<file path="src/rtl/gp_reservation_station.sv">
// Reservation station for the general-purpose pipeline: holds dispatched ops until both operands
// are known (snooping the CDB), then offers them one at a time to the execution unit. Optional flush via RS_FLUSH_EN.
module gp_reservation_station #(
    parameter int ENTRIES     = 4,
    parameter int RS_ID_WIDTH = 5,
    parameter int RS_BASE_ID  = 0
) (
    input  logic                   clk,
    input  logic                   rst,
`ifdef RS_FLUSH_EN
    input  logic                   flush,
`endif
    input  logic                   dispatch_valid,
    output logic                   dispatch_ready,
    input  logic [7:0]             dispatch_op,
    input  logic [4:0]             dispatch_dest_addr,
    input  logic                   dispatch_a_valid,
    input  logic [31:0]            dispatch_a_value,
    input  logic [RS_ID_WIDTH-1:0] dispatch_a_rs_id,
    input  logic                   dispatch_b_valid,
    input  logic [31:0]            dispatch_b_value,
    input  logic [RS_ID_WIDTH-1:0] dispatch_b_rs_id,
    output logic [RS_ID_WIDTH-1:0] dispatch_rs_id,
    input  logic                   cdb_valid,
    input  logic [RS_ID_WIDTH-1:0] cdb_rs_id,
    input  logic [31:0]            cdb_value,
    output logic                   issue_valid,
    input  logic                   issue_ready,
    output logic [7:0]             issue_op,
    output logic [31:0]            issue_a,
    output logic [31:0]            issue_b,
    output logic [4:0]             issue_dest_addr,
    output logic [RS_ID_WIDTH-1:0] issue_rs_id
);

    localparam int IDX_W = $clog2(ENTRIES);

    typedef logic [IDX_W-1:0]       idx_t;
    typedef logic [RS_ID_WIDTH-1:0] id_t;
    typedef enum logic [0:0] {ST_IDLE = 1'b0, ST_OFFER = 1'b1} state_t;

    function automatic id_t entry_id(input idx_t idx);
        return id_t'(RS_BASE_ID + int'(idx));
    endfunction

    function automatic logic cdb_hit(input logic op_valid, input id_t op_id,
                                     input logic bus_valid, input id_t bus_id);
        return !op_valid && bus_valid && (op_id == bus_id);
    endfunction

    logic [ENTRIES-1:0] busy_r;
    logic [ENTRIES-1:0] a_valid_r;
    logic [ENTRIES-1:0] b_valid_r;
    logic [7:0]         op_r      [ENTRIES];
    logic [4:0]         dest_r    [ENTRIES];
    logic [31:0]        a_value_r [ENTRIES];
    logic [31:0]        b_value_r [ENTRIES];
    id_t                a_rs_id_r [ENTRIES];
    id_t                b_rs_id_r [ENTRIES];

    state_t             state_r;
    state_t             state_s;
    idx_t               sel_idx_r;
    logic [ENTRIES-1:0] elig_s;
    logic               elig_found_s;
    idx_t               elig_idx_s;
    logic               free_found_s;
    idx_t               free_idx_s;
    logic               dispatch_fire_s;
    logic               issue_fire_s;
    logic               load_s;
    logic               a_fwd_s;
    logic               b_fwd_s;

    logic [7:0]         issue_op_r;
    logic [31:0]        issue_a_r;
    logic [31:0]        issue_b_r;
    logic [4:0]         issue_dest_r;
    id_t                issue_rs_id_r;

    assign elig_s       = busy_r & a_valid_r & b_valid_r;
    assign elig_found_s = |elig_s;
    assign free_found_s = ~&busy_r;

    // Lowest-index free entry and lowest-index eligible entry
    always_comb begin
        free_idx_s = '0;
        elig_idx_s = '0;
        for (int k = ENTRIES - 1; k >= 0; k--) begin
            free_idx_s = busy_r[k] ? free_idx_s : idx_t'(k);
            elig_idx_s = elig_s[k] ? idx_t'(k) : elig_idx_s;
        end
    end

    assign dispatch_ready  = free_found_s;
    assign dispatch_rs_id  = free_found_s ? entry_id(free_idx_s) : '0;
    assign dispatch_fire_s = dispatch_valid && free_found_s;
    assign a_fwd_s         = cdb_hit(dispatch_a_valid, dispatch_a_rs_id, cdb_valid, cdb_rs_id);
    assign b_fwd_s         = cdb_hit(dispatch_b_valid, dispatch_b_rs_id, cdb_valid, cdb_rs_id);

    // Entry storage: dispatch fill, CDB snooping, release on issue handshake
    always_ff @(posedge clk) begin
        if (rst) begin
            busy_r    <= '0;
            a_valid_r <= '0;
            b_valid_r <= '0;
            for (int k = 0; k < ENTRIES; k++) begin
                op_r[k]      <= 8'h00;
                dest_r[k]    <= 5'd0;
                a_value_r[k] <= 32'h0000_0000;
                b_value_r[k] <= 32'h0000_0000;
                a_rs_id_r[k] <= '0;
                b_rs_id_r[k] <= '0;
            end
        end
`ifdef RS_FLUSH_EN
        else if (flush) begin
            busy_r <= '0;
        end
`endif
        else begin
            for (int k = 0; k < ENTRIES; k++) begin
                if (busy_r[k] && cdb_hit(a_valid_r[k], a_rs_id_r[k], cdb_valid, cdb_rs_id)) begin
                    a_valid_r[k] <= 1'b1;
                    a_value_r[k] <= cdb_value;
                end
                if (busy_r[k] && cdb_hit(b_valid_r[k], b_rs_id_r[k], cdb_valid, cdb_rs_id)) begin
                    b_valid_r[k] <= 1'b1;
                    b_value_r[k] <= cdb_value;
                end
            end
            // The free entry is never busy, so this cannot collide with snooping or release
            if (dispatch_fire_s) begin
                busy_r[free_idx_s]    <= 1'b1;
                op_r[free_idx_s]      <= dispatch_op;
                dest_r[free_idx_s]    <= dispatch_dest_addr;
                a_valid_r[free_idx_s] <= dispatch_a_valid | a_fwd_s;
                a_value_r[free_idx_s] <= a_fwd_s ? cdb_value : dispatch_a_value;
                a_rs_id_r[free_idx_s] <= dispatch_a_rs_id;
                b_valid_r[free_idx_s] <= dispatch_b_valid | b_fwd_s;
                b_value_r[free_idx_s] <= b_fwd_s ? cdb_value : dispatch_b_value;
                b_rs_id_r[free_idx_s] <= dispatch_b_rs_id;
            end
            if (issue_fire_s) begin
                busy_r[sel_idx_r] <= 1'b0;
            end
        end
    end

    // Issue FSM next-state and handshake decode
    always_comb begin
        state_s      = state_r;
        load_s       = 1'b0;
        issue_fire_s = 1'b0;
        case (state_r)
            ST_IDLE: begin
                load_s  = elig_found_s;
                state_s = elig_found_s ? ST_OFFER : ST_IDLE;
            end
            ST_OFFER: begin
                issue_fire_s = issue_ready;
                state_s      = issue_ready ? ST_IDLE : ST_OFFER;
            end
            default: begin
                state_s = ST_IDLE;
            end
        endcase
    end

    // Issue FSM state register
    always_ff @(posedge clk) begin
        if (rst) begin
            state_r <= ST_IDLE;
        end
`ifdef RS_FLUSH_EN
        else if (flush) begin
            state_r <= ST_IDLE;
        end
`endif
        else begin
            state_r <= state_s;
        end
    end

    // Offered payload is frozen at selection time and zeroed whenever nothing is offered
    always_ff @(posedge clk) begin
        if (rst) begin
            sel_idx_r     <= '0;
            issue_op_r    <= 8'h00;
            issue_a_r     <= 32'h0000_0000;
            issue_b_r     <= 32'h0000_0000;
            issue_dest_r  <= 5'd0;
            issue_rs_id_r <= '0;
        end
`ifdef RS_FLUSH_EN
        else if (flush) begin
            issue_op_r    <= 8'h00;
            issue_a_r     <= 32'h0000_0000;
            issue_b_r     <= 32'h0000_0000;
            issue_dest_r  <= 5'd0;
            issue_rs_id_r <= '0;
        end
`endif
        else if (load_s) begin
            sel_idx_r     <= elig_idx_s;
            issue_op_r    <= op_r[elig_idx_s];
            issue_a_r     <= a_value_r[elig_idx_s];
            issue_b_r     <= b_value_r[elig_idx_s];
            issue_dest_r  <= dest_r[elig_idx_s];
            issue_rs_id_r <= entry_id(elig_idx_s);
        end else if (issue_fire_s) begin
            issue_op_r    <= 8'h00;
            issue_a_r     <= 32'h0000_0000;
            issue_b_r     <= 32'h0000_0000;
            issue_dest_r  <= 5'd0;
            issue_rs_id_r <= '0;
        end
    end

    assign issue_valid     = (state_r == ST_OFFER);
    assign issue_op        = issue_op_r;
    assign issue_a         = issue_a_r;
    assign issue_b         = issue_b_r;
    assign issue_dest_addr = issue_dest_r;
    assign issue_rs_id     = issue_rs_id_r;

endmodule

</file>
<file path="config.mk">
export PLATFORM = sky130hd
export DESIGN_NAME = gp_reservation_station
export DESIGN_NICKNAME = d
export VERILOG_FILES = /design/src/rtl/gp_reservation_station.sv
export SDC_FILE = /design/constraint.sdc
export NUM_CORES = 1
export LEC_CHECK = 0
export ABC_CLOCK_PERIOD_IN_PS = 8350
export CAP_MARGIN = 20
export CORE_MARGIN = 2
export CORE_UTILIZATION = 45
export CTS_CLUSTER_DIAMETER = 40
export DETAILED_ROUTE_END_ITERATION = 12
export GPL_TIMING_DRIVEN = 0
export PLACE_DENSITY = 0.78
export SLEW_MARGIN = 20
export SYNTH_ARGS = -nofsm -noshare
export SYNTH_HDL_FRONTEND = slang
export SYNTH_SLANG_ARGS = --single-unit
export TNS_END_PERCENT = 5
</file>
<file path="constraint.sdc">
create_clock -name clk -period 8.35 [get_ports clk]
set_clock_uncertainty 0.05 [all_clocks]
set_input_delay 1.2525 -clock clk [delete_from_list [all_inputs] [get_ports clk]]
set_output_delay 1.2525 -clock clk [all_outputs]
set_load 0.03 [all_outputs]
</file>
== Word level (Yosys, flattened, before mapping) ==
Memories as Yosys holds them, arrays and structs flattened.
Cells that the tools add are included.

* Multiplexer cells: 101
* Eq/ne operators: 10
* Reductions and logical operators: 49
* Order comparisons: 4
* Bitwise gates (word level): 16

{| class="wikitable"
|+ Operator list
! kind !! count
|-
| 32-bit 2-to-1 mux || 13
|-
| 1-bit 2-to-1 mux || 55
|-
| 5-bit == test || 10
|-
| 1-bit logical AND || 31
|-
| 2-bit 2-to-1 mux || 15
|-
| 5-bit 2-to-1 mux || 5
|-
| 8-bit 2-to-1 mux || 3
|-
| 4-bit 2-to-1 mux || 5
|-
| 5-bit OR reduction || 3
|-
| 4-bit bitwise AND || 3
|-
| 1-bit zero test || 11
|-
| 1-bit bitwise OR || 10
|-
| 4-bit bitwise mux || 2
|-
| 8-bit OR reduction || 1
|-
| 2-bit by 3-bit < comparator with 1-bit output (second input constant) || 2
|-
| 1-bit demux with 2-bit select || 2
|-
| 2-bit by 1-bit >= comparator with 1-bit output (second input constant) || 2
|-
| 4-bit inverter || 1
|-
| 4-bit bitwise OR || 1
|-
| 4-bit AND reduction || 1
|-
| 4-bit OR reduction || 1
|-
| 1-bit one-hot mux with 2 select lines || 1
|-
| 2-bit nonzero test || 1
|-
| 1-bit inverter || 1
|}

* Logic and storage cells: 196
* Bits in writable memories: 348
* Memories: 6
* Output and inout bits: 89
* Register bits after elaboration: 94

{| class="wikitable"
|+ Memories
! name !! words !! bits a word !! read ports !! clocked after Yosys merged registers in !! wr ports !! line !! source
|-
| a_value_r || 4 || 32 || 1 || 0 || 5 || 56 || <nowiki>logic [31:0] a_value_r [ENTRIES];</nowiki>
|-
| b_value_r || 4 || 32 || 1 || 0 || 5 || 57 || <nowiki>logic [31:0] b_value_r [ENTRIES];</nowiki>
|-
| op_r || 4 || 8 || 1 || 0 || 4 || 54 || <nowiki>logic [7:0] op_r [ENTRIES];</nowiki>
|-
| a_rs_id_r || 4 || 5 || 4 || 0 || 4 || 58 || <nowiki>id_t a_rs_id_r [ENTRIES];</nowiki>
|-
| b_rs_id_r || 4 || 5 || 4 || 0 || 4 || 59 || <nowiki>id_t b_rs_id_r [ENTRIES];</nowiki>
|-
| dest_r || 4 || 5 || 1 || 0 || 4 || 55 || <nowiki>logic [4:0] dest_r [ENTRIES];</nowiki>
|}

== Depth between registers and ports, before layout ==
Gate-level depths: netlist of the first run.

* Depth after elaboration: 13
* Depth in mapped cells: 9
* Depth with buffers taken out: 6

== Worst setup path after synthesis of the first run ==
No wires, ideal clock.

* Path type: input-to-reg
* Start: input port cdb_rs_id[2]
* End: memory a_value_r[1][0], enable pin
* Path buffers: 1
* Arrival: 3.192 ns
* Setup time: 0.389 ns
* Required time: 7.911 ns
* Stages on the path: 5
* Path slack: 4.719 ns
* Cells stage by stage: buf_6 -> xor2_1 -> or4_1 -> or4_4 -> nand2_1

{| class="wikitable"
|+ RTL lines
! what !! line !! source
|-
| start, declared || 25 || <nowiki>input logic [RS_ID_WIDTH-1:0] cdb_rs_id,</nowiki>
|-
| end, declared || 56 ||
|}

==> results by group, run 1 <==
Timing
  – FMAX: 220 MHz
  – Setup ws final: 3800 ps
  – Final setup viols: 0
  – TNS Setup: 0 ps
  – Minimum clock period: 4550 ps
  – Final hold vios: 0
  – Final worst-path cycle share: 0.545
  – Slew Viols, Final: 0
  – Slew headroom: 0.283
  – RSZ-0062 raised after global routing: no
  – Measured slew at the worst slew-check pin: 1080 ps

Place
  – Final Wtd Congestion: 0.900
  – IO Port Bufs: 176
  – Post-placement worst setup slack: 3660 ps
  – Detailed placement HPWL: 41.5 mm

Routing
  – Detail Route Antenna Nets: 0
  – DRT Pass-1 Iters: 6
  – Avg WL per Cell: 25.2 um
  – Number of remaining DRC errors: 0
  – DR iter-0 viols: 2210
  – Vias per inst: 6.24
  – Via count: 15200
  – WL final: 61.4 mm

Clock tree
  – Number of buffers inserted by hold repair at cts: 0
  – # clock sinks: 442
  – CTS H-tree depth: 2
  – CTS Buf Count: 59
  – Clk buf depth: 3
  – Setup Buffers After CTS: 0
  – CTS tree: yes
  – Reg clk slew, reported paths: 60 ps
  – Clk root buf: clkbuf_16
  – PostCTS Resize Cnt: 0
  – Skew-Pair Late Insertion Delay: 610 ps

Synth
  – Mapped Area: 0.0197 mm2
  – FFs w/ async S/R, synth: 0
  – Syn avg cell area: 12.7 um2
  – Synth warn: 0
  – Mapped Cells: 1548
  – Top-count cell post-synth: edfxtp_1
  – Sequential-to-total area share from yosys stat: 0.626
  – FF+latch count, synth: 442
  – Post-synth cell types: 46
  – Cell taking the most area after synthesis: edfxtp_1
  – Synth area leaders: edfxtp_1 (53%), a22o_1 (10%), dfxtp_1 (9.5%)
  – Post-synth EDFFs: 348
  – Synth cell count leaders: edfxtp_1 (348), a22o_1 (226), dfxtp_1 (94), nand2_1 (93), and2_1 (92)
  – Top FF cell, synth: edfxtp_1
  – Yosys top cell area share: 0.530

Global routing
  – Number of global-route vias before repair: 15000
  – Initial antenna violation count: 9
  – GRT overflow: 0
  – Largest net degree at the start of global routing: 26
  – GRT Util Overall: 0.269
  – Global-route wire length before repair: 90.8 mm

Power and ir drop
  – Power Density: 218 mW/mm2
  – Internal power: 0.00404 W
  – Clk pwr share: 0.460
  – Sw frac: 0.239
  – Static leakage: 8.50 nW
  – Switching Power: 0.00127 W
  – Peak VDD IR: 162 uV
  – Seq pwr share: 0.474
  – Combinational Power Share: 0.066

Floorplanning
  – Core box area: 0.0432 mm2
  – Die width: 213 um
  – Initial Utilization: 0.456
  – IO Pins: 220
  – Row cnt: 76
  – Die Span Y: 213 um
  – Die ar.: 0.0455 mm2

Critical path
  – Worst Setup SP: dispatch_valid
  – Reg2Reg Depth: 7
  – Worst EP required: 8780 ps
  – Crit path capture type: flip-flop
  – Reg2reg start: busy_r[2]
  – Crit Path Category: in2reg
  – Worst path arrival time: 4980 ps
  – CP max FO: 25
  – Worst setup SP type: primary input

Layout
  – Post-layout util: 0.565
  – Share of layout cells above drive strength 1: 0.112
  – Final Net Count: 1930
  – Area Growth Syn to Fin: 23.8%

Flow run
  – Max cap viols: 0

Outcome
  – Status: completed

Hold path
  – Min-delay src: issue_b[0]
  – Hold Path Depth: 1
  – Hold WC Path Type: reg2reg
metrics by stage:
step | instance area (um2) | std cells | hold WS [ps] | total power [W]
floorplan | 19700 | 1553 | 435 | 0.00273
global placement | 22200 | 2314 | 397 | 0.00288
detailed placement | 22400 | 2322 | 401 | 0.00290
CTS | 24400 | 2431 | 418 | 0.00531
global route | 24400 | 2436 | 431 | 0.00543
finish | 24400 | 2437 | 413 | 0.00531
per-layer routing:
metal	routed length (um)	global-route usage	up-vias
met3	7090	0.0737	162
li1	-	-	6611
met1	23100	0.345	7448
met4	2100	0.113	8
met5	59	0	-
met2	29100	0.430	978
power groups by stage:
stage	clock, W	sequential [W]	combinational [W]
floorplan	0	0.00256	0.000171
global placement	0	0.00256	0.000319
detailed placement	0	0.00256	0.000342
CTS	0.00245	0.00252	0.000344
global route	0.00254	0.00252	0.000372
finish	0.00244	0.00252	0.000350
cell usage in the layout, fill, tap and decap left out, types with 82 or more instances in the layout:
| cell type | n |
|---|---|
| a22o_1 | 226 |
| a21oi_1 | 83 |
| a221oi_1 | 82 |
| edfxtp_1 | 348 |
| nand2_1 | 85 |
| and2_1 | 92 |
| clkdlybuf4s50_1 | 176 |
| clkbuf_1 | 85 |
| o2bb2ai_1 | 84 |
| dfxtp_1 | 94 |
cells by family after synthesis:
family / after synthesis / share of synthesized area
AO/OA/AOI/OAI: 521 / 0.217
XOR/XNOR: 50 / 0.0222
buffers and inverters: 181 / 0.0413
flip-flops: 442 / 0.626
other: 1 / 0.000190
AND/OR/NAND/NOR: 353 / 0.0930
path summary, 6_finish.rpt:
| kind | slack [ps] | end |
|---|---|---|
| min reg2reg | 410 | issue_b[0] |
| min | 410 | issue_b[0] |
| max | 3800 | a_value_r[2][27] |
| max reg2reg | 4370 | a_value_r[2][27] |
critical path, stage by stage:
cell             delay [ps]
clkdlybuf4s50_1         540
nand3_1                 190
nor2_1                  110
nor2_1                  290
clkinv_1                870
o2bb2ai_1              1140
buf_2                   400
a22o_1                  170
flip-flops by register name, indices dropped and copies added, names as in the netlist:
signal           flops
a_valid_r            4
issue_op             8
sel_idx_r            2
a_rs_id_r           20
a_value_r          128
op_r                32
issue_b             32
dest_r              20
b_value_r          128
busy_r               4
b_rs_id_r           20
issue_valid          1
issue_a             32
issue_dest_addr      5
issue_rs_id          2
b_valid_r            4
final cells by class:
type                    instances  area [um2]
clock buffers                  65        1550
plain buffers                 175         792
repair buffers                185        1980
flip-flops and latches        442       12300
multi-input cells             930        6600
well taps                     585         732
clock inverters                44         367
diodes                          5        12.5
fillers                      3472       18800
inverters                       6        22.5
No activity file was read; power rests on OpenSTA's default activity.
==> run 2, diff against run 1 <==
--- a/config.mk
+++ b/config.mk
@@ -5,14 +5,14 @@
 export SDC_FILE = /design/constraint.sdc
 export NUM_CORES = 1
 export LEC_CHECK = 0
-export ABC_CLOCK_PERIOD_IN_PS = 8350
+export ABC_CLOCK_PERIOD_IN_PS = 3750
 export CAP_MARGIN = 20
 export CORE_MARGIN = 2
 export CORE_UTILIZATION = 45
 export CTS_CLUSTER_DIAMETER = 40
 export DETAILED_ROUTE_END_ITERATION = 12
 export GPL_TIMING_DRIVEN = 0
-export PLACE_DENSITY = 0.78
+export PLACE_DENSITY = 0.81
 export SLEW_MARGIN = 20
 export SYNTH_ARGS = -nofsm -noshare
 export SYNTH_HDL_FRONTEND = slang
==> constraint.sdc (replaced) <==
create_clock -name clk -period 3.75 [get_ports clk]
set_clock_uncertainty 0.05 [all_clocks]
set_input_delay 0.5625 -clock clk [delete_from_list [all_inputs] [get_ports clk]]
set_output_delay 0.5625 -clock clk [all_outputs]
set_load 0.03 [all_outputs]
==> run 2 against run 1 <==
Cell count is 0.12% lower. Worst setup slack got worse by 3600 ps. Total power is 120% higher. Register-to-register slack lost 4100 ps. Hold slack got worse by 6.4 ps. Die area unchanged. Clock-buffer cell count grew 6.
==> results by group, run 2 (synthesized netlist as in run 1, its figures left out) <==
Outcome
  – Status: completed

Power and ir drop
  – Power Density: 486 mW/mm2
  – Peak VDD IR: 331 uV
  – Overall power: 0.0119 W
  – Static leakage: 8.47 nW

Critical path
  – Worst Setup SP: busy_r[2]
  – Top cell by count, worst path: nor2_1
  – R2R Path End: b_value_r[3][22]
  – Worst setup SP type: flip-flop
  – CP Cell Sequence: clkbuf_1, nand4b_1, nor2_1, nor2_1, clkinvlp_4, o2bb2ai_1, buf_2, a22o_1
  – Worst path slowest cell: o2bb2ai_1
  – WP depth: 8
  – Crit-path leading delay family: buffers and inverters
  – CP max FO: 25
  – Crit Path Category: reg2reg
  – CP Buf/Inv Count: 3
  – Reg2Reg Depth: 8
  – CP max stage delay: 770 ps
  – Worst path arrival time: 3950 ps
  – Worst EP required: 4170 ps
  – Worst Setup EP: b_value_r[3][22]
  – Reg2reg start: busy_r[2]
  – Crit path capture type: flip-flop
  – Reg2Reg Setup Slack: 220 ps

Layout
  – Final Cell Area: 0.0244 mm2
  – Fillcell total: 3424
  – Register area: 0.0123 mm2
  – Share of layout cells above drive strength 1: 0.109
  – Most common cell after layout, fill and taps aside: edfxtp_1
  – Final Net Count: 1926
  – Multi-input logic area: 0.00661 mm2
  – Area Growth Syn to Fin: 23.8%
  – Biggest regs: a_value_r x128, b_value_r x128
  – Most frequent cells in the layout: edfxtp_1 (348), a22o_1 (226), clkdlybuf4s50_1 (176)

Clock tree
  – Reg clk slew, reported paths: 60 ps
  – Skew-Pair Late Insertion Delay: 610 ps
  – Number of buffers inserted by hold repair at cts: 0
  – Clk root buf: clkbuf_16
  – CTS tree: yes
  – CTS H-tree depth: 2
  – Setup Buffers After CTS: 0
  – # clock sinks: 442
  – CTS Buf Count: 56
  – Clk buf depth: 3

Routing
  – DR iter-0 viols: 1967
  – Vias per inst: 6.19
  – DRT Pass-1 Iters: 5
  – WL final: 61.4 mm
  – Avg WL per Cell: 25.2 um
  – Number of remaining DRC errors: 0
  – Detail Route Antenna Nets: 0
  – Via count: 15100

Global routing
  – Global-route wire length before repair: 89.7 mm
  – GRT Util Overall: 0.266
  – Initial antenna violation count: 11
  – GRT overflow: 0
  – Largest net degree at the start of global routing: 26
  – Number of global-route vias before repair: 14800

Timing
  – RSZ-0062 raised after global routing: no
  – Minimum clock period: 3530 ps
  – Final worst-path cycle share: 0.940
  – Slew headroom: 0.283
  – Measured slew at the worst slew-check pin: 1070 ps
  – FMAX: 284 MHz
  – Final hold vios: 0
  – Slew Viols, Final: 0
  – Hold Slack: 407 ps
  – Final setup viols: 0

Floorplanning
  – Row cnt: 76
  – Die ar.: 0.0455 mm2
  – Initial Utilization: 0.456
  – IO Pins: 220
  – Core box area: 0.0432 mm2
  – Die Span Y: 213 um
  – Die width: 213 um

Place
  – IO Port Bufs: 176
  – Final Wtd Congestion: 0.882
  – Placed Instance Area: 0.0224 mm2
  – Detailed placement HPWL: 41.4 mm

Flow run
  – Max cap viols: 0

Hold path
  – Hold WC Path Type: reg2reg
run 2: cell count changes in the layout (fill, tap and decap cells not counted), sizes merged:
cell / delta
clkinv: -13
inv: -2
clkinvlp: +3
diode: +2
bufinv: +2
clkbuf: +6
buf: -1
run 2: worst min-delay path by stage:
stage,end,cells past startpoint,start,slack (ps)
floorplan,busy_r[1],1,sel_idx_r[0],430
global placement,issue_a[26],1,issue_a[26],390
detailed placement,issue_b[30],1,issue_b[30],400
CTS,b_value_r[1][31],2,cdb_value[31],410
global route,issue_b[30],1,issue_b[30],420
finish,issue_b[6],1,issue_b[6],410
run 2: through the flow:
stage / cells / setup WS [ps] / util / setup TNS, ps
after floorplan: 1553 / 809 / - / 0
after global placement: 2314 / -336 / 0.515 / -28120
after detailed placement: 2322 / -401 / 0.520 / -30090
after CTS: 2427 / 17.5 / 0.564 / 0
after global routing: 2431 / 134 / 0.565 / 0
final: 2434 / 225 / 0.565 / 0
run 2: power breakdown:
group	internal, W	leakage, nW	switching [W]
clock network	0.00327	0.923	0.00221
registers	0.00553	4.41	0.0000762
logic	0.000299	3.14	0.000475
run 2: per-layer routing:
layer / routed length [um] / track usage / share of wire / up-vias
li1: - / - / - / 6585
met4: 2700 / 0.124 / 0.044 / 10
met5: 67 / 0 / 0.0011 / -
met1: 22800 / 0.329 / 0.37 / 7351
met3: 6650 / 0.0681 / 0.11 / 165
met2: 29200 / 0.436 / 0.48 / 960
run 2: what timing repair did:
action / in CTS / in global routing
endpoints found under the setup margin: 0 / 30
resized for setup: 0 / 2
hold endpoints to repair: 0 / 0
run 2: final cells by class:
type	instances	area share
Antenna cell	7	0.000718
Timing Repair Buffer	184	0.0806
Clock buffer	71	0.0640
Inverter	6	0.00108
Clock inverter	34	0.0144
Tap cell	585	0.0300
Multi-Input combinational cell	930	0.271
Sequential cell	442	0.506
Buffer	175	0.0325
